[config.mk]
export PLATFORM = sky130hd
export DESIGN_NAME = pc_sequencer
export DESIGN_NICKNAME = d
export VERILOG_FILES = /design/src/rtl/pc_sequencer.sv
export SDC_FILE = /design/constraint.sdc
export NUM_CORES = 1
export LEC_CHECK = 0
export CAP_MARGIN = 20
export CORE_AREA = 2 2 40 69
export CTS_CLUSTER_SIZE = 10
export DETAILED_ROUTE_END_ITERATION = 6
export DIE_AREA = 0 0 42 71
export PLACE_DENSITY = 0.71
export SKIP_LAST_GASP = 1
export SLEW_MARGIN = 20
export SYNTH_ARGS = -nofsm -noshare
export SYNTH_HDL_FRONTEND = slang
export SYNTH_SLANG_ARGS = --single-unit
[constraint.sdc]
create_clock -name i_clk -period 1.5 [get_ports i_clk]
set_input_delay 0.225 -clock i_clk [delete_from_list [all_inputs] [get_ports i_clk]]
set_output_delay 0.225 -clock i_clk [all_outputs]
set_load 0.1 [all_outputs]
[src/rtl/pc_sequencer.sv]
// -----------------------------------------------------------------------------
// pc_sequencer
//   Multicycle instruction sequencer for the i281 core. Holds the program
//   counter and the {C,O,N,Z} flag register and walks each instruction through
//   FETCH -> DECODE -> EXECUTE -> UPDATE. It resolves the branch select (c2)
//   for the external combinational pc_update stage and commits that stage's
//   next_pc on the UPDATE edge. No PC arithmetic is performed here.
//
// Ports
//   i_clk         system clock, rising edge
//   i_rst_n       asynchronous active-low reset
//   i_run         allow a new instruction to start (sampled in FETCH only)
//   i_is_branch   decoder: branch/jump instruction (sampled in DECODE)
//   i_br_cond     decoder: branch condition code (sampled in DECODE)
//   i_br_offset   decoder: signed branch offset (sampled in DECODE)
//   i_flag_we     ALU instruction writes flags (sampled in EXECUTE)
//   i_alu_flags   {C,O,N,Z} from the ALU (sampled in EXECUTE)
//   i_next_pc     next PC from pc_update
//   o_current_pc  registered PC
//   o_offset      latched branch offset, to pc_update
//   o_c2          branch-taken select, to pc_update (UPDATE phase only)
//   o_flags       registered {C,O,N,Z}
//   o_phase       00 FETCH, 01 DECODE, 10 EXECUTE, 11 UPDATE
//   o_retire      high for the single UPDATE cycle of each instruction
// -----------------------------------------------------------------------------
module pc_sequencer #(
   parameter int unsigned PC_W = 6
) (
   input  logic            i_clk,
   input  logic            i_rst_n,
   input  logic            i_run,
   input  logic            i_is_branch,
   input  logic [2:0]      i_br_cond,
   input  logic [PC_W-1:0] i_br_offset,
   input  logic            i_flag_we,
   input  logic [3:0]      i_alu_flags,
   input  logic [PC_W-1:0] i_next_pc,
   output logic [PC_W-1:0] o_current_pc,
   output logic [PC_W-1:0] o_offset,
   output logic            o_c2,
   output logic [3:0]      o_flags,
   output logic [1:0]      o_phase,
   output logic            o_retire
);

   typedef enum logic [1:0] {
      ST_FETCH   = 2'b00,
      ST_DECODE  = 2'b01,
      ST_EXECUTE = 2'b10,
      ST_UPDATE  = 2'b11
   } state_t;

   typedef enum logic [2:0] {
      CC_NONE = 3'b000,
      CC_JUMP = 3'b001,
      CC_BRZ  = 3'b010,
      CC_BRNZ = 3'b011,
      CC_BRG  = 3'b100,
      CC_BRGE = 3'b101
   } cond_t;

   state_t          r_state;
   state_t          w_state_nxt;
   logic [PC_W-1:0] r_pc;
   logic [PC_W-1:0] r_offset;
   logic [2:0]      r_cond;
   logic [3:0]      r_flags;
   logic            w_cond_true;
   logic            w_flag_c;
   logic            w_flag_o;
   logic            w_flag_n;
   logic            w_flag_z;

   assign {w_flag_c, w_flag_o, w_flag_n, w_flag_z} = r_flags;

   // State register plus the per-phase data captures.
   always_ff @(posedge i_clk or negedge i_rst_n) begin
      if (!i_rst_n) begin
         r_state  <= ST_FETCH;
         r_pc     <= '0;
         r_offset <= '0;
         r_cond   <= '0;
         r_flags  <= '0;
      end else begin
         r_state <= w_state_nxt;
         case (r_state)
            ST_DECODE: begin
               r_offset <= i_br_offset;
               // Non-branch instructions carry condition "none" so c2 stays 0.
               r_cond   <= i_is_branch ? i_br_cond : 3'b000;
            end
            ST_EXECUTE: begin
               if (i_flag_we) begin
                  r_flags <= i_alu_flags;
               end
            end
            ST_UPDATE: begin
               r_pc <= i_next_pc;
            end
            default: ;
         endcase
      end
   end

   // Next-state, branch resolution and phase outputs.
   always_comb begin
      w_state_nxt = r_state;
      w_cond_true = 1'b0;
      o_c2        = 1'b0;
      o_retire    = 1'b0;

      case (r_state)
         ST_FETCH:   w_state_nxt = i_run ? ST_DECODE : ST_FETCH;
         ST_DECODE:  w_state_nxt = ST_EXECUTE;
         ST_EXECUTE: w_state_nxt = ST_UPDATE;
         ST_UPDATE:  w_state_nxt = ST_FETCH;
         default:    w_state_nxt = ST_FETCH;
      endcase

      case (r_cond)
         CC_JUMP: w_cond_true = 1'b1;
         CC_BRZ:  w_cond_true = w_flag_z;
         CC_BRNZ: w_cond_true = ~w_flag_z;
         CC_BRG:  w_cond_true = ~w_flag_z & (w_flag_n == w_flag_o);
         CC_BRGE: w_cond_true = (w_flag_n == w_flag_o);
         default: w_cond_true = 1'b0;
      endcase

      if (r_state == ST_UPDATE) begin
         o_c2     = w_cond_true;
         o_retire = 1'b1;
      end
   end

   assign o_current_pc = r_pc;
   assign o_offset     = r_offset;
   assign o_flags      = r_flags;
   assign o_phase      = r_state;

endmodule

==> results.cfg, run 1 <==
[status]
outcome = finished, violations left
violations = setup timing

[global_route]
grt_start_max_net_pins = 22
grt_pass1_vias = 796
track_usage_pct = 16.3
grt_pass1_wl_mm = 3.52
antenna_found_initial = 0
overflow = 0

[synthesis]
syn_nets = 91
synth_seq_cells = 21
yosysWarnings = 0
syn_inst = 63
syn_area_per_cell_um2 = 13.9
synthesis.area_um2 = 875
ys_seq_area_share_pct = 60.1
ys_types = 14

[sta]
setup_viol = 1
drv_slew = 0
final.min_clock_period_ns = 1.88
rsz0062_at_grt = yes
worstMarginPinSlew_ns = 0.382
fin_crit_sh_pct = 125
fmax_ghz = 0.533
hold_violations = 0
relSlewSlack_pct = 74.3
skew_ns = 0.00744
layout_setup_ws_ns = -0.376
fin_setup_tns_ns = -0.376

[cells_and_area]
syn2layout_area_growth_pct = 95.4
final_cells = 141
antenna_cells = 0
drive_gt1_share_pct = 52.2
nets = 144

[clock_network]
cts_buffers = 3
root_buffer = clkbuf_8
cts_hold_buf = 0
htreeDepth = 1
clk_pin_slew_ns = 0.08
cts_tree = done
clk_path_buf_depth = 2
clk_latency_ns = 0.27
clock-sinks = 21

[die]
initial_core_util_pct = 36.0
fp.dieH_um = 71
dieArea_um2 = 2980
rows = 24
io_pins = 44
fp.dieW_um = 42
core_um2 = 2430

[placed_design]
dp_cells = 136
port_buffers = 43
hpwl_mm = 1.69
post-place-ws_ns = -0.280
place.gp.congestion = 0.683

[detailed_routing]
ant_nets = 0
vias_per_cell = 4.85
via_count = 684
drc = 0
routed_wl_mm = 2.12
drt_iter0_markers = 14
routedWlPerCell_um = 15.1
drt_first_pass_iters = 4

[setup_path]
crit_type = flop to output port
worst_path_largest_cell_delay_ns = 0.51
worst_setup_path_end_kind = output port
worstPathMaxFanout = 2
path_cells = xor2_4 -> a2111oi_4 -> and3_4 -> buf_12
crit_family = flip-flops
startpoint_type = flop
critPathBufInv = 1
slowest_stage = dfrtp_4
cp.arrival_ns = 1.65
crit_required_ns = 1.27

[run]
max_cap_viol_count = 0

[min_path]
hold_path_class = primary input to async pin
-- cells in the final DEF (no fill, tap or decap), types with 3 or more instances in the layout --
| cell | n |
|---|---|
| mux2_2 | 17 |
| nand3_1 | 3 |
| clkbuf_8 | 3 |
| o21ai_0 | 3 |
| clkdlybuf4s50_1 | 23 |
| inv_1 | 5 |
| dfrtp_4 | 4 |
| dfrtp_1 | 16 |
| buf_12 | 20 |
| buf_4 | 7 |
-- metrics by stage --
step | hold slack, ns | area [um2] | utilization, %
after floorplan | -0.0706 | 925 | -
final | 0.309 | 1710 | 70.3
after global placement | 0.556 | 1610 | 66.3
after global routing | 0.338 | 1710 | 70.3
after detailed placement | 0.562 | 1610 | 66.3
after CTS | 0.315 | 1700 | 69.9
-- layout make-up --
class | count | area (um2)
clock buffers | 3 | 41.3
clock inverters | 1 | 5.00
fillers | 159 | 723
inverters | 5 | 18.8
multi-input cells | 35 | 387
flip-flops and latches | 21 | 542
well taps | 26 | 32.5
repair buffers | 50 | 683
-- per-layer routing --
metal / wire length [um] / track usage, % / vias up
li1: - / - / 318
met5: 0 / 0 / -
met1: 700 / 16.9 / 343
met2: 1290 / 29.2 / 19
met3: 79 / 2.04 / 4
met4: 48 / 11.8 / 0
-- state kept, by name, summed over array words and instances, names as in the netlist --
register,cells
o_offset,6
o_phase,2
r_cond,3
o_flags,4
o_current_pc,6
-- cells in the mapped netlist (all sizes together) --
cell type	n	area share (%)
dfrtp	21	60
mux2	17	22
inv	5	2.1
ha	4	5.7
nand3	3	1.7
o21ai	3	1.7
and3	2	1.4
nand2	2	0.86
a2111oi	1	1.0
buf	1	0.57
clkbuf	1	0.43
nor3	1	0.57
nor3b	1	0.86
xor2	1	1.0
-- worst reg2reg max path, cell delays in order, from the launching register on --
cell     delay (ns)
dfrtp_4        0.52
inv_1          0.10
ha_2           0.27
mux2_2         0.35
-- kinds of logic (layout without fill, tap and decap cells) --
kind of cell / Yosys count / after routing / synth area share, %
flip-flops: 21 / 21 / 60.1
multiplexers: 17 / 17 / 21.9
AND/OR/NAND/NOR: 9 / 9 / 5.44
buffers and inverters: 7 / 59 / 3.15
adder cells (fa/ha/maj): 4 / 4 / 5.72
AO/OA/AOI/OAI: 4 / 4 / 2.72
XOR/XNOR: 1 / 1 / 1.00
-- worst paths after layout --
kind / slack [ns] / endpoint / depth (start not counted) / startpoint
worst max-delay path: -0.38 / o_c2 / 4 / o_flags[2]
worst min-delay path: 0.31 / o_flags[3] / 2 / i_rst_n
worst max register to register: 0.15 / o_offset[3] / 3 / o_phase[1]
worst min register to register: 0.57 / o_offset[2] / 1 / o_offset[2]
max in group asynchronous: 0.94 / o_flags[2] / 2 / i_rst_n
min in group i_clk: 0.54 / r_cond[0] / 3 / i_br_cond[0]
-- what timing repair did --
item                       in CTS  in global routing
setup buffers                   0                  1
gates resized for setup         5                  1
setup endpoints to repair       1                  2
pin swaps                       3                  1
Power of run 1 is left out: the tool's default activity adds up to more than one toggle a clock period on the data nets, which glitch-free logic cannot reach.
==> inputs of run 2 (changes only) <==
--- a/config.mk
+++ b/config.mk
@@ -10,7 +10,8 @@
 export CTS_CLUSTER_SIZE = 10
 export DETAILED_ROUTE_END_ITERATION = 6
 export DIE_AREA = 0 0 42 71
-export PLACE_DENSITY = 0.71
+export PLACE_DENSITY_LB_ADDON = 0.25
+export RECOVER_POWER = 50
 export SKIP_LAST_GASP = 1
 export SLEW_MARGIN = 20
 export SYNTH_ARGS = -nofsm -noshare
==> run 2 against run 1 <==
Effect of this change:
- sequential share of layout area rose by 2.6 points
- via count decreased by 2.2%
- worst setup slack better by 0.058 ns
- routed wire length decreased by 3.2%
- highest routed layer unchanged
- critical endpoint unchanged
- die area unchanged
- clock skew is 0.0051 ns lower
- non-clock buffer count unchanged
- the flow still finishes with violations (setup timing)
==> results.cfg, run 2 (synthesis gave the netlist of run 1 again) <==
[sta]
skew_ns = 0.00232
rsz0062_at_grt = yes
relSlewSlack_pct = 63.4
setup_viol = 1
worstMarginPinSlew_ns = 0.551
layout_setup_ws_ns = -0.318
fmax_ghz = 0.550
fin_setup_tns_ns = -0.318
drv_slew = 0
final.min_clock_period_ns = 1.82
fin_crit_sh_pct = 121
hold_violations = 0

[detailed_routing]
drc = 0
vias_per_cell = 4.74
ant_nets = 0
routedWlPerCell_um = 14.6
drt_first_pass_iters = 3
via_count = 669
routed_wl_mm = 2.06
drt_iter0_markers = 1

[cells_and_area]
multi_input_area_um2 = 380
final_cells = 141
seq_area_um2 = 542
antenna_cells = 0
final_cell_mix = clkdlybuf4s50_1 (22), mux2_2 (17), dfrtp_1 (16), buf_12 (12), clkbuf_2 (9)
utilization_pct = 64.9
drive_gt1_share_pct = 52.2
nets = 144
syn2layout_area_growth_pct = 80.5
layout_commonest_cell = clkdlybuf4s50_1
fillerInstances = 193

[setup_path]
crit_family = flip-flops
critPathBufInv = 1
r2r_setup_slack_ns = 0.14
crit_type = flop to output port
slowest_stage = dfrtp_4
startpoint_type = flop
worst_setup_path_end_kind = output port
worstPathMaxFanout = 2
cp.arrival_ns = 1.59
crit_required_ns = 1.27
worst_path_largest_cell_delay_ns = 0.49
path_cells = xor2_2 -> a2111oi_4 -> and3_4 -> buf_12

[global_route]
overflow = 0
antenna_found_initial = 0
grt_pass1_wl_mm = 3.46
track_usage_pct = 15.7
grt_start_max_net_pins = 22
grt_pass1_vias = 780

[clock_network]
cts_buffers = 3
htreeDepth = 1
clk_latency_ns = 0.25
clock-sinks = 21
root_buffer = clkbuf_8
clk_path_buf_depth = 2
cts_tree = done
postCtsSetupBuffers = 0
clk_pin_slew_ns = 0.07

[die]
io_pins = 44
fp.dieW_um = 42
fp.dieH_um = 71
rows = 24
initial_core_util_pct = 36.0
dieArea_um2 = 2980
core_um2 = 2430

[placed_design]
place.gp.congestion = 0.680
dp_cells = 137
post-place-ws_ns = -0.232
hpwl_mm = 1.65
port_buffers = 43

[status]
violations = setup timing
outcome = finished, violations left

[run]
max_cap_viol_count = 0

[min_path]
hold_path_class = primary input to async pin
-- run 2: worst paths after layout --
| check | startpoint | end | cells past startpoint |
|---|---|---|---|
| setup / recovery | o_flags[2] | o_c2 | 4 |
| min in group i_clk | o_offset[5] | o_offset[5] | 1 |
| hold / removal | i_rst_n | o_current_pc[4] | 2 |
| setup reg to reg | o_phase[1] | o_offset[3] | 3 |
| hold reg to reg | o_offset[5] | o_offset[5] | 1 |
| max in group asynchronous | i_rst_n | o_flags[0] | 2 |
-- run 2: cell type report --
type | count | share of cell area, %
Timing Repair Buffer | 50 | 35.5
Sequential cell | 21 | 34.3
Multi-Input combinational cell | 35 | 24.1
Clock buffer | 4 | 2.85
Tap cell | 26 | 2.06
Inverter | 5 | 1.19
-- run 2: per-layer routing --
metal  global-route usage [%]  routed length [um]
met5                        0                   0
met1                     15.9                 705
met2                     29.0                1180
met3                     3.57                  97
met4                     7.89                  69
-- run 2: timing repair --
item                       4_1_cts  5_1_grt
pin swaps                        3        1
setup endpoints to repair        1        6
gates resized for setup          4        2
hold buffers                     0        0
-- run 2: stage by stage --
stage	area (um2)	hold WS, ns
global placement	1620	0.556
detailed placement	1620	0.563
floorplan	925	-0.0706
global route	1580	0.520
CTS	1690	0.322
finish	1580	0.477
Power of run 2 is left out for the same reason.
